===== src/rtl/glyph_pkg.sv =====
// Shared constants, parser state type and frame helper for the glyph BRAM arbiter.
package glyph_pkg;

    localparam logic [7:0] SYNC_BYTE = 8'hA5;

    localparam int DEF_WIDTH = 4;
    localparam int DEF_LEN   = 2000;
    localparam int DEF_AW    = 11;

    typedef enum logic [1:0] {
        ST_IDLE,
        ST_ADDR_HI,
        ST_ADDR_LO,
        ST_DATA
    } glyph_parse_state_t;

    // Full 16-bit frame address; callers truncate to their address width.
    function automatic logic [15:0] frame_word(input logic [7:0] hi, input logic [7:0] lo);
        return {hi, lo};
    endfunction

endpackage


===== src/rtl/glyph_wr_fifo.sv =====
// Synchronous FIFO of pending glyph writes ({addr, data}); DEPTH is a power of two >= 2.
module glyph_wr_fifo #(
    parameter int AW    = 11,
    parameter int WIDTH = 4,
    parameter int DEPTH = 4,
    parameter int CW    = $clog2(DEPTH + 1)
) (
    input  logic             clk,
    input  logic             rst,
    input  logic             push,
    input  logic [AW-1:0]    push_addr,
    input  logic [WIDTH-1:0] push_data,
    input  logic             pop,
    output logic [AW-1:0]    head_addr,
    output logic [WIDTH-1:0] head_data,
    output logic             full,
    output logic             empty,
    output logic [CW-1:0]    count
);
    localparam int PW = $clog2(DEPTH);

    logic [AW+WIDTH-1:0] mem [DEPTH];
    logic [PW-1:0]       wr_ptr;
    logic [PW-1:0]       rd_ptr;
    logic                do_push;
    logic                do_pop;

    assign do_pop  = pop && !empty;
    assign do_push = push && (!full || do_pop);

    // NOTE: the storage array has no reset; validity is tracked by count, so clearing it would only cost logic.
    always_ff @(posedge clk) begin
        if (do_push) mem[wr_ptr] <= {push_addr, push_data};
    end

    always_ff @(posedge clk) begin
        if (rst) begin
            wr_ptr <= '0;
            rd_ptr <= '0;
            count  <= '0;
        end else begin
            if (do_push) wr_ptr <= wr_ptr + PW'(1);
            if (do_pop)  rd_ptr <= rd_ptr + PW'(1);
            case ({do_push, do_pop})
                2'b10:   count <= count + CW'(1);
                2'b01:   count <= count - CW'(1);
                default: count <= count;
            endcase
        end
    end

    assign {head_addr, head_data} = mem[rd_ptr];
    assign full  = (count == CW'(DEPTH));
    assign empty = (count == '0);

endmodule


===== src/rtl/glyph_mem_arbiter.sv =====
// Shares the glyph BRAM between display reads and UART-loaded writes (A5, hi, lo, data frames).
// Define GLYPH_WR_STARVE_GUARD_EN to force a queued write through after STARVE_LIMIT blocked cycles.
module glyph_mem_arbiter
    import glyph_pkg::*;
#(
    parameter int WIDTH        = DEF_WIDTH,
    parameter int LEN          = DEF_LEN,
    parameter int AW           = DEF_AW,
    parameter int FIFO_DEPTH   = 4,
    parameter int STARVE_LIMIT = 64
) (
    input  logic             clk,
    input  logic             rst,
    input  logic             rx_ready,
    input  logic [7:0]       rx_data,
    input  logic             rd_req,
    input  logic [AW-1:0]    rd_addr,
    output logic             rd_valid,
    output logic [WIDTH-1:0] rd_data,
    output logic [AW-1:0]    mem_addr,
    output logic [WIDTH-1:0] mem_din,
    output logic             mem_we,
    input  logic [WIDTH-1:0] mem_dout,
    output logic             wr_full,
    output logic [7:0]       drop_count
);
    localparam int          CW      = $clog2(FIFO_DEPTH + 1);
    localparam logic [AW:0] LEN_LIM = (AW+1)'(LEN);

    glyph_parse_state_t state;
    logic [7:0]       addr_hi;
    logic [AW-1:0]    rx_addr;
    logic             frame_vld;
    logic             frame_ok;
    logic [AW-1:0]    frame_addr;
    logic [WIDTH-1:0] frame_data;

    assign rx_addr = AW'(frame_word(addr_hi, rx_data));

    // NOTE: sequential state uses <= so every register samples the pre-edge values.
    always_ff @(posedge clk) begin
        if (rst) begin
            state      <= ST_IDLE;
            addr_hi    <= '0;
            frame_vld  <= 1'b0;
            frame_ok   <= 1'b0;
            frame_addr <= '0;
            frame_data <= '0;
        end else begin
            frame_vld <= 1'b0;
            if (rx_ready) begin
                case (state)
                    ST_IDLE: if (rx_data == SYNC_BYTE) state <= ST_ADDR_HI;
                    ST_ADDR_HI: begin
                        addr_hi <= rx_data;
                        state   <= ST_ADDR_LO;
                    end
                    ST_ADDR_LO: begin
                        frame_addr <= rx_addr;
                        frame_ok   <= ({1'b0, rx_addr} < LEN_LIM);
                        state      <= ST_DATA;
                    end
                    ST_DATA: begin
                        frame_data <= rx_data[WIDTH-1:0];
                        frame_vld  <= 1'b1;
                        state      <= ST_IDLE;
                    end
                    default: state <= ST_IDLE;
                endcase
            end
        end
    end

    logic             push, pop, drop;
    logic             fifo_full, fifo_empty;
    logic [CW-1:0]    fifo_count;
    logic [AW-1:0]    head_addr;
    logic [WIDTH-1:0] head_data;
    logic             grant_wr, grant_rd, force_wr;

    // A same-cycle pop frees the slot the completed frame needs.
    assign push = frame_vld && frame_ok && (!fifo_full || pop);
    assign drop = frame_vld && !push;

    glyph_wr_fifo #(
        .AW    (AW),
        .WIDTH (WIDTH),
        .DEPTH (FIFO_DEPTH),
        .CW    (CW)
    ) u_fifo (
        .clk       (clk),
        .rst       (rst),
        .push      (push),
        .push_addr (frame_addr),
        .push_data (frame_data),
        .pop       (pop),
        .head_addr (head_addr),
        .head_data (head_data),
        .full      (fifo_full),
        .empty     (fifo_empty),
        .count     (fifo_count)
    );

    assign wr_full = (fifo_count == CW'(FIFO_DEPTH));

    // NOTE: every output gets a default first so no path through the block can infer a latch.
    always_comb begin
        grant_wr = 1'b0;
        grant_rd = 1'b0;
        if (!rst) begin
            grant_wr = !fifo_empty && (!rd_req || force_wr);
            grant_rd = rd_req && !grant_wr;
        end
        mem_we   = grant_wr;
        mem_addr = grant_wr ? head_addr : rd_addr;
        mem_din  = head_data;
        pop      = grant_wr;
    end

    always_ff @(posedge clk) begin
        if (rst) begin
            rd_valid   <= 1'b0;
            drop_count <= '0;
        end else begin
            rd_valid <= grant_rd;
            if (drop && drop_count != 8'hFF) drop_count <= drop_count + 8'd1;
        end
    end

    // BRAM output is already registered, so read data passes straight through.
    assign rd_data = mem_dout;

`ifdef GLYPH_WR_STARVE_GUARD_EN
    localparam int SW = $clog2(STARVE_LIMIT + 1);
    logic [SW-1:0] starve_cnt;

    always_ff @(posedge clk) begin
        if (rst || fifo_empty || grant_wr) starve_cnt <= '0;
        else if (starve_cnt != SW'(STARVE_LIMIT)) starve_cnt <= starve_cnt + SW'(1);
    end

    assign force_wr = (starve_cnt == SW'(STARVE_LIMIT));
`else
    assign force_wr = 1'b0;
`endif

endmodule

===== config.mk =====
export PLATFORM = sky130hd
export DESIGN_NAME = glyph_mem_arbiter
export DESIGN_NICKNAME = d
export VERILOG_FILES = /design/src/rtl/glyph_pkg.sv /design/src/rtl/glyph_wr_fifo.sv /design/src/rtl/glyph_mem_arbiter.sv
export SDC_FILE = /design/constraint.sdc
export NUM_CORES = 1
export LEC_CHECK = 0
export ABC_AREA = 1
export BUFFER_PORTS_ARGS = -buffer_cell sky130_fd_sc_hd__buf_4
export CORE_MARGIN = 2
export CORE_UTILIZATION = 52
export DETAILED_ROUTE_END_ITERATION = 12
export PLACE_DENSITY = 0.76
export SETUP_SLACK_MARGIN = 0.4
export SYNTH_ARGS = -nofsm -noshare
export SYNTH_HDL_FRONTEND = slang
export SYNTH_HIERARCHICAL = 1
export SYNTH_SLANG_ARGS = --single-unit
export TNS_END_PERCENT = 100

===== constraint.sdc =====
create_clock -name clk -period 2.2 [get_ports clk]
set_input_delay 0.44 -clock clk [delete_from_list [all_inputs] [get_ports clk]]
set_output_delay 0.44 -clock clk [all_outputs]
set_load 0.02 [all_outputs]

==> metrics.txt, run 1 <==
worst hold slack after final layout 297.7 ps; standard-cell row count 33; via count 3428; startpoint-to-endpoint class of the critical path reg -> reg; count of cells along the worst register-to-register path 17; area used by multi-input combinational logic 1647 um^2; worst setup path endpoint u_fifo/count[2]$_SDFFE_PP0P_; critical path required time 2500 ps; layout cell share with drive strength beyond 1 32.17%; number of antenna violations at the first check in global routing 0; worst-case clock skew 11.16 ps; unrepaired setup endpoints after global routing true; cell area after technology mapping 4304 um^2; P&R area growth vs syn 32.70%; Synth Register Bits 100; starting DRC count in detailed routing 178; Initial Util 52.91%; number of enable flip-flop cells after synthesis 60; root buffer selected by CTS clkbuf_8; adder and majority gate portion of the synthesized area 3.081%; count of yosys warnings during synthesis 6; share of the yosys chip area belonging to registers 60.47%; endpoint of the most critical register-to-register path u_fifo/count[2]$_SDFFE_PP0P_; startpoint of the most critical setup path u_fifo/count[1]$_SDFFE_PP0P_; Total Die Area 9021 um^2; antenna violation net count after detailed routing 0; Period Utilization, post-route 97.79%; launch point of the worst reg-to-reg path u_fifo/count[1]$_SDFFE_PP0P_; Mean Syn Cell Area 9.398 um^2; xor and xnor area share after synthesis 0%; simple logic cell fraction of the synthesized area 20.32%; total power per unit cell area 608.8 nW/um^2; number of DRC violations after detailed routing 0; leakage power total 2.284 nW; reported max-cap violation count 0; async set-or-reset flop fraction in the synthesized netlist 0%; kind of end point of the critical path flop; wire length of the first global-routing pass 15.95 mm; Num CTS Buffers 9; horizontal die dimension 94.98 um; maximum fanout along the worst path 3; placeable core area 8134 um^2; Register Area 2619 um^2; most instantiated flip-flop cell in the synthesis netlist edfxtp_1; vias per cell 5.282; Fin. Hold Viols 0; Compound-Gate Fraction of Synth Area 10.35%; Max Clock Freq 0.4648 GHz; diode insertion count for antenna repair 0; number of setup violations in the final report 0; Top Ports 57; maximum count of clock buffers along a single path 2; insertion delay to the later sink of the worst-skew pair 370 ps; number of distinct library cell variants in the gate-level netlist after synthesis 28; highest ir drop seen on vdd 447.9 uV; max_slew headroom 75.21%; die span in y 94.98 um; Mapped Cells 458; Slew Viols, Final 0; data arrival time of the worst path 2460 ps; total half-perimeter wirelength after legalization and detailed placement 5.801 mm; portion of netlist area occupied by mux cells 0%; average detailed-routed wire length per instance 16.38 um; final total power 3.477 mW; largest family of logic cells by synthesized area simple AND/OR/NAND/NOR gates; final routed wirelength across all metal layers 10.63 mm; level count of the clock H-tree 3; setup slack of the worst register-to-register path 50 ps; post-layout util 70.22%; GRT Residual Overflow 0; maximum number of pins on one net before global-route repair 28; Port Buf Inserts 48; Fill cells 562; all-layer global routing usage 23.80%; Final Net Count 576; TritonCTS clock tree done; sinks on the clock net 100; via count of the first global-routing pass 3315; placer congestion estimate 0.8479; critical path launch point type flop; hold buffers post-CTS 0; DP Area 4876 um^2; Initial DRT Pass Iterations 4; class of the most critical hold timing path in -> reg; pin slew with the least headroom to its limit 371.4 ps; post-synth net total 495; final critical delay including setup and external delays 2151 ps; Clock transition at path regs 100 ps; finished layout cell area 5712 um^2; status complete, no violations
power by group:
group / internal (mW) / leakage [nW] / switching (mW)
Combinational: 0.0820 / 1.32 / 0.0955
Sequential: 1.99 / 0.856 / 0.0235
Clock: 0.649 / 0.112 / 0.637
Total: 2.72 / 2.28 / 0.756
layout by cell type, fill, tap and decap left out, types with 2 or more instances in the layout:
master / count
dfxtp_1: 35
inv_4: 3
ha_1: 9
nor2_2: 2
o21ai_0: 49
nand2_2: 21
o21ai_2: 4
nand2_1: 49
a21oi_2: 2
inv_8: 2
o22ai_2: 3
nand3_1: 10
o22ai_1: 12
o21ai_1: 2
buf_6: 24
edfxtp_1: 60
bufinv_16: 2
or2_2: 2
inv_6: 3
a21oi_1: 10
buf_4: 53
nor2_1: 91
buf_12: 7
nand3_4: 2
inv_1: 32
dfxtp_4: 4
nor3_1: 4
inv_2: 5
nand4_1: 5
nand2_4: 8
clkbuf_8: 9
buf_16: 2
nor2_4: 6
sequential cells by signal, indices dropped and copies added, names as in the netlist, named ones only:
name and count:
drop_count 8, frame_ok 1, u_fifo/rd_ptr 2, rd_valid 1, state 2, u_fifo/wr_ptr 2, u_fifo/count 3, frame_vld 1
frame_addr 11, frame_data 4, u_fifo/mem 60, addr_hi 3
stage by stage:
step | TNS (ps) | worst slack, ps | std cells
3_3_place_gp | 0 | 282.7 | 606
6_report | 0 | 48.70 | 649
4_1_cts | 0 | 193.6 | 643
5_1_grt | -44.46 | -44.46 | 649
2_1_floorplan | 0 | 330.4 | 458
3_5_place_dp | 0 | 210.4 | 606
how the worst min path moves through the flow:
stage	startpoint	to	slack (ps)	cells past startpoint
6_report	rst	u_fifo/count[0]$_SDFFE_PP0P_	300	2
5_1_grt	rst	u_fifo/count[0]$_SDFFE_PP0P_	300	2
4_1_cts	rst	u_fifo/count[0]$_SDFFE_PP0P_	300	2
3_5_place_dp	u_fifo/rd_ptr[1]$_SDFFE_PP0N_	flop	430	1
3_3_place_gp	u_fifo/rd_ptr[1]$_SDFFE_PP0N_	u_fifo/rd_ptr[1]$_SDFFE_PP0N_	430	1
2_1_floorplan	u_fifo/rd_ptr[1]$_SDFFE_PP0N_	flop	410	1
logic make-up after synthesis:
family / after synthesis
DFF: 100
adders and majority gates: 10
buffers and inverters: 61
AOI/OAI and AO/OA: 84
and+or+nand+nor: 203
cell usage after synthesis, types with 4 or more instances:
| master | count | area share, % |
|---|---|---|
| a21oi_1 | 11 | 1.3 |
| buf_2 | 4 | 0.47 |
| buf_4 | 4 | 0.70 |
| clkbuf_1 | 10 | 0.87 |
| dfxtp_1 | 40 | 19 |
| edfxtp_1 | 60 | 42 |
| ha_1 | 9 | 2.6 |
| inv_1 | 41 | 3.6 |
| nand2_1 | 72 | 6.3 |
| nand2_4 | 5 | 1.3 |
| nand3_1 | 11 | 1.3 |
| nand4_1 | 5 | 0.73 |
| nor2_1 | 97 | 8.5 |
| nor3_1 | 4 | 0.47 |
| o21ai_0 | 54 | 6.3 |
| o22ai_1 | 15 | 2.2 |
repair_timing:
action / CTS / global route
pin swaps: 17 / 18
setup endpoints to repair: 78 / 81
gates cloned: 5 / 0
buffers inserted: 16 / 6
gates resized for setup: 77 / 34
critical path, cell delays in order (launching register included):
cell and delay, ps:
dfxtp_4 370, nor2_4 160, nand2_4 80, inv_4 60, nor2_4 30, nand2_4 80, buf_6 110, nand2_4 50
nand2_4 90, inv_6 40, inv_4 60, nand3_4 70, fa_2 370, inv_2 50, nand4_1 120, nand3_1 150
nand2_1 80, nor2_1 100
final cells by class:
type	count	share of cell area (%)
clock buffers	9	2.169
clock inverters	7	1.731
inverters	43	3.308
multi-input cells	297	28.83
flip-flops and latches	100	45.85
well taps	105	2.300
repair buffers	88	15.82
layer usage:
metal / up-vias / global-route usage (%) / part of all wire (%)
met5: - / 0 / 0
met4: 0 / 9.783 / 1.8
met3: 11 / 3.911 / 5.1
met2: 89 / 42.79 / 53
met1: 1647 / 28.21 / 40
li1: 1681 / - / -
(Power assumes the default switching activity.)
==> inputs of run 2 (changes only) <==
--- a/config.mk
+++ b/config.mk
@@ -8,9 +8,9 @@
 export ABC_AREA = 1
 export BUFFER_PORTS_ARGS = -buffer_cell sky130_fd_sc_hd__buf_4
 export CORE_MARGIN = 2
-export CORE_UTILIZATION = 52
+export CORE_UTILIZATION = 61
 export DETAILED_ROUTE_END_ITERATION = 12
-export PLACE_DENSITY = 0.76
+export PLACE_DENSITY = 0.84
 export SETUP_SLACK_MARGIN = 0.4
 export SYNTH_ARGS = -nofsm -noshare
 export SYNTH_HDL_FRONTEND = slang
==> constraint.sdc (replaced) <==
create_clock -name clk -period 2.7 [get_ports clk]
set_input_delay 0.54 -clock clk [delete_from_list [all_inputs] [get_ports clk]]
set_output_delay 0.54 -clock clk [all_outputs]
set_load 0.02 [all_outputs]
==> run 2 against run 1 <==
Against the previous run:
- die area fell by 14%
- wire length fell by 15%
- first-iteration DRC count rose by 60%
- cell area fell by 12%
- register-to-register slack improved by 450 ps
- maximum frequency fell by 2.2%
- sequential power fell by 18%
- global-route usage rose by 0.75 points
- setup slack improved by 450 ps
- non-clock buffer count fell by 23
- critical path type unchanged
- largest cell class unchanged
==> metrics.txt, run 2 (synthesis gave the netlist of run 1 again) <==
status complete, no violations; Slew Viols, Final 0; via count of the first global-routing pass 3052; die span in y 88 um; number of flip-flops in the largest register 60; standard-cell row count 30; startpoint-to-endpoint class of the critical path reg -> reg; Final TNS setup 0 ps; Fill cells 465; Final Net Count 553; met2 Resource Use GR 41.74%; Port Buf Inserts 48; layout cell share with drive strength beyond 1 20.54%; most common cell after layout, fill and taps aside nor2_1; Total Die Area 7744 um^2; root buffer selected by CTS clkbuf_8; starting DRC count in detailed routing 284; final critical delay including setup and external delays 2200 ps; leakage power total 2.025 nW; combinational fraction of design power 4.9%; all-layer global routing usage 24.55%; data arrival time of the worst path 2460 ps; via count 3265; total half-perimeter wirelength after legalization and detailed placement 5.963 mm; sequential power share 62.2%; internal power summed over all cells 2.032 mW; level count of the clock H-tree 3; worst-case clock skew 12.25 ps; placeable core area 6794 um^2; Num CTS Buffers 9; insertion delay to the later sink of the worst-skew pair 360 ps; met3 Track Usage GR 4.713%; fraction of power consumed by the clock network 32.9%; critical path launch point type flop; total power per unit cell area 523.1 nW/um^2; diode insertion count for antenna repair 0; Top Ports 57; P&R area growth vs syn 17.44%; critical path required time 2960 ps; top library cells by usage in the layout, fill and taps aside nor2_1 (96), nand2_1 (72), buf_4 (62); maximum count of clock buffers along a single path 2; average detailed-routed wire length per instance 14.57 um; Initial DRT Pass Iterations 4; reported max-cap violation count 0; number of antenna violations at the first check in global routing 0; maximum fanout along the worst path 5; Max Clock Freq 0.4545 GHz; vias per cell 5.292; placer congestion estimate 0.8279; met1 demand-to-capacity share in global routing 32.01%; highest ir drop seen on vdd 350.9 uV; setup slack of the worst register-to-register path 500 ps; class of the most critical hold timing path in -> reg; sequence of cells on the critical path nor2_4 -> nand2_4 -> inv_1 -> nor2_2 -> nand2_4 -> nand2_4 -> nand2_4 -> inv_1 -> inv_1 -> nand3_4 -> fa_2 -> a21boi_1 -> nor2_1; hold buffers post-CTS 0; TritonCTS clock tree done; sinks on the clock net 100; Worst path max stage delay 540 ps; unrepaired setup endpoints after global routing false; pin slew with the least headroom to its limit 370.4 ps; maximum number of pins on one net before global-route repair 31; top flop regs u_fifo/mem (60), frame_addr (11), drop_count (8); max_slew headroom 75.24%; wire length of the first global-routing pass 14.28 mm; Top reg by flops u_fifo/mem; post-layout util 74.40%; cell mode on critical path nand2_4; kind of end point of the critical path flop; antenna violation net count after detailed routing 0; Period Utilization, post-route 81.49%; Clock transition at path regs 100 ps; Sw Pwr 0.6125 mW; final routed wirelength across all metal layers 8.987 mm; number of setup violations in the final report 0; GRT Residual Overflow 0; crit path max-delay cell type fa_2; most utilized layer in the global route result met2; Initial Util 63.35%; number of DRC violations after detailed routing 0; horizontal die dimension 88 um; switching part of the total power 23.16%; Fin. Hold Viols 0
## run 2: layout make-up
class / count / area, um^2 / area share, %
Clock buffer: 9 / 123.9 / 2.450
Sequential cell: 100 / 2610 / 51.63
Clock inverter: 7 / 60.06 / 1.188
Timing Repair Buffer: 65 / 499.2 / 9.876
Tap cell: 96 / 120.1 / 2.376
Multi-Input combinational cell: 297 / 1470 / 29.08
Inverter: 43 / 171.4 / 3.391
## run 2: repair_timing
action | in CTS | in global routing
endpoints found under the setup margin | 17 | 50
gates resized for setup | 4 | 18
buffers inserted | 5 | 1
hold endpoints to repair | 0 | 0
pin swaps | 1 | 1
cloned | 0 | 1
## run 2: power by group through the flow
stage | clock network, mW | logic [mW] | registers, mW
after floorplan | 0 | 0.0811 | 1.67
after global placement | 0 | 0.127 | 1.68
after CTS | 0.881 | 0.132 | 1.64
after global routing | 0.942 | 0.150 | 1.65
final | 0.869 | 0.131 | 1.64
after detailed placement | 0 | 0.131 | 1.68
## run 2: worst paths after layout
path / from / endpoint / cells past startpoint
worst max-delay path: u_fifo/count[0]$_SDFFE_PP0P_ / u_fifo/count[1]$_SDFFE_PP0P_ / 13
worst min register to register: u_fifo/rd_ptr[1]$_SDFFE_PP0N_ / flop / 1
worst max register to register: u_fifo/count[0]$_SDFFE_PP0P_ / u_fifo/count[1]$_SDFFE_PP0P_ / 13
worst min-delay path: rd_req / rd_valid$_SDFF_PP0_ / 3
## run 2: metrics by stage
| stage | hold slack, ps | cell area (um^2) | setup WS (ps) | std cells | total power, mW |
|---|---|---|---|---|---|
| after floorplan | 411.5 | 4304 | 222.9 | 458 | 1.755 |
| after global placement | 428.4 | 4772 | 430.3 | 594 | 1.806 |
| after detailed placement | 447.2 | 4772 | 300.7 | 594 | 1.811 |
| after CTS | 391.6 | 5005 | 413.6 | 615 | 2.657 |
| after global routing | 391.3 | 5055 | 407.8 | 617 | 2.739 |
| final | 400.6 | 5055 | 499.8 | 617 | 2.644 |
## run 2: per-layer routing
layer	wire [um]	part of all wire, %
met5	0	0
met4	143	1.6
met3	537	6.0
met2	4486	50
met1	3820	43
## run 2: worst max-delay path: cells and delay by family, from the launching register on
family                   cells  cell delay, ps
AO/OA/AOI/OAI                1             200
adder cells (fa/ha/maj)      1             540
buffers and inverters        3             300
flip-flops                   1             370
AND/OR/NAND/NOR              8             680
==> inputs of run 3 (changes only) <==
--- a/config.mk
+++ b/config.mk
@@ -8,9 +8,9 @@
 export ABC_AREA = 1
 export BUFFER_PORTS_ARGS = -buffer_cell sky130_fd_sc_hd__buf_4
 export CORE_MARGIN = 2
-export CORE_UTILIZATION = 61
+export CORE_UTILIZATION = 57
 export DETAILED_ROUTE_END_ITERATION = 12
-export PLACE_DENSITY = 0.84
+export PLACE_DENSITY = 0.79
 export SETUP_SLACK_MARGIN = 0.4
 export SYNTH_ARGS = -nofsm -noshare
 export SYNTH_HDL_FRONTEND = slang
==> constraint.sdc (replaced) <==
create_clock -name clk -period 2.05 [get_ports clk]
set_input_delay 0.41 -clock clk [delete_from_list [all_inputs] [get_ports clk]]
set_output_delay 0.41 -clock clk [all_outputs]
set_load 0.02 [all_outputs]
==> run 3 against run 2 <==
Against the previous run:
- the flow now finishes with violations (setup timing)
- die area is 6.7% higher
- non-clock buffer count increased by 35
- first-iteration DRC count grew 55%
- hold slack worse by 100 ps
==> metrics.txt, run 3 (synthesis gave the netlist of run 1 again) <==
status complete, but fails checks; violated checks setup timing; root buffer selected by CTS clkbuf_8; Clock transition at path regs 100 ps; placer congestion estimate 0.8068; via count of the first global-routing pass 3404; diode insertion count for antenna repair 0; post-layout util 83.91%; die span in y 90.90 um; Final WS setup -98.20 ps; P&R area growth vs syn 42.15%; wire length of the first global-routing pass 17.10 mm; area used by multi-input combinational logic 1851 um^2; vias per cell 5.831; total half-perimeter wirelength after legalization and detailed placement 5.749 mm; Final TNS setup -941.1 ps; all-layer global routing usage 27.36%; maximum count of clock buffers along a single path 2; GRT Residual Overflow 0; kind of end point of the critical path primary output; final routed wirelength across all metal layers 13.04 mm; number of flip-flops in the largest register 60; sinks on the clock net 100; Period Utilization, post-route 104.8%; number of setup violations in the final report 36; maximum fanout along the worst path 15; final critical delay including setup and external delays 2148 ps; antenna violation net count after detailed routing 0; total met3 wirelength after detailed routing 1.136 mm; placeable core area 7292 um^2; top metal layer carrying routed signals met4; horizontal die dimension 90.90 um; Initial Util 59.03%; startpoint-to-endpoint class of the critical path reg -> out; Port Buf Inserts 48; Slew Viols, Final 0; Top reg by flops u_fifo/mem; number of DRC violations after detailed routing 0; TritonCTS clock tree done; top flop regs u_fifo/mem (60), frame_addr (11), drop_count (8); Fill cells 374; pin slew with the least headroom to its limit 347.3 ps; Total Die Area 8262 um^2; wire length on met2 6.528 mm; Initial DRT Pass Iterations 5; layout cell share with drive strength beyond 1 38.67%; most common cell after layout, fill and taps aside nor2_1; top library cells by usage in the layout, fill and taps aside nor2_1 (81), edfxtp_1 (60), buf_4 (50); worst-case clock skew 11.22 ps; reported max-cap violation count 0; data arrival time of the worst path 1740 ps; Num CTS Buffers 9; final total power 3.524 mW; critical path required time 1640 ps; Register Area 2616 um^2; level count of the clock H-tree 3; critical path launch point type flop; via count 3819; average detailed-routed wire length per instance 19.91 um; standard-cell row count 31; class of the most critical hold timing path in -> reg; highest ir drop seen on vdd 447.8 uV; total power per unit cell area 575.9 nW/um^2; Max Clock Freq 0.4655 GHz; Fin. Hold Viols 0; maximum number of pins on one net before global-route repair 28; unrepaired setup endpoints after global routing true; starting DRC count in detailed routing 439; Routed met1 length 4.702 mm; Worst Setup Slack post-DPL 69.35 ps; number of antenna violations at the first check in global routing 0; max_slew headroom 76.60%; Top Ports 57; insertion delay to the later sink of the worst-skew pair 380 ps; worst hold slack after final layout 296.9 ps; Final Net Count 588; leakage power total 2.529 nW
run 3: cell count changes in the layout (fill, tap and decap cells not counted), sizes merged:
cell      previous run  this run
inv                 43        47
buf                 65        96
clkinvlp             3         1
clkbuf               9        13
clkinv               4         2
run 3: worst paths after layout:
kind	slack [ps]	cells after the start	end	startpoint
worst max-delay path	-100	7	mem_addr[7]	flop
worst min-delay path	300	3	rd_valid$_SDFF_PP0_	rd_req
worst max register to register	-80	14	u_fifo/count[1]$_SDFFE_PP0P_	u_fifo/count[1]$_SDFFE_PP0P_
worst min register to register	480	1	flop	u_fifo/rd_ptr[1]$_SDFFE_PP0N_
run 3: metal layers:
metal  GRT usage, %  vias up
met5              0        -
met4          15.78        0
met3          4.758       69
met2          47.33      250
met1          32.06     1788
li1               -     1712
run 3: cell type report:
class	instances	share of cell area, %
clock buffer	9	2.025
clock inverter	7	0.7975
inverter	43	2.965
multi-input combinational	297	30.25
sequential	100	42.76
tap	99	2.025
timing repair buffer	100	19.18
run 3: worst max-delay path: stages (launching register included):
cell and delay [ps]:
dfxtp_4 410, inv_4 110, buf_12 160, o21ai_0 90, o22ai_1 270, nand2_4 90, nand2_2 90, buf_6 120
run 3: what timing repair did:
action | CTS | global route
gates cloned | 7 | 2
endpoints found under the setup margin | 78 | 88
pin swaps | 26 | 27
hold buffers | 0 | 0
setup buffers | 21 | 6
gates resized for setup | 91 | 74
run 3: report_power, final:
group / leakage, nW / switching (mW) / total (mW) / internal [mW]
Clock: 0.0908 / 0.715 / 1.16 / 0.448
Combinational: 1.58 / 0.106 / 0.197 / 0.0907
Sequential: 0.856 / 0.0266 / 2.16 / 2.14
run 3: per-stage QoR:
stage,instance area [um^2],std cells
final,6118,655
after global routing,6118,655
after CTS,5779,647
after detailed placement,4941,603
after global placement,4941,603
after floorplan,4389,458
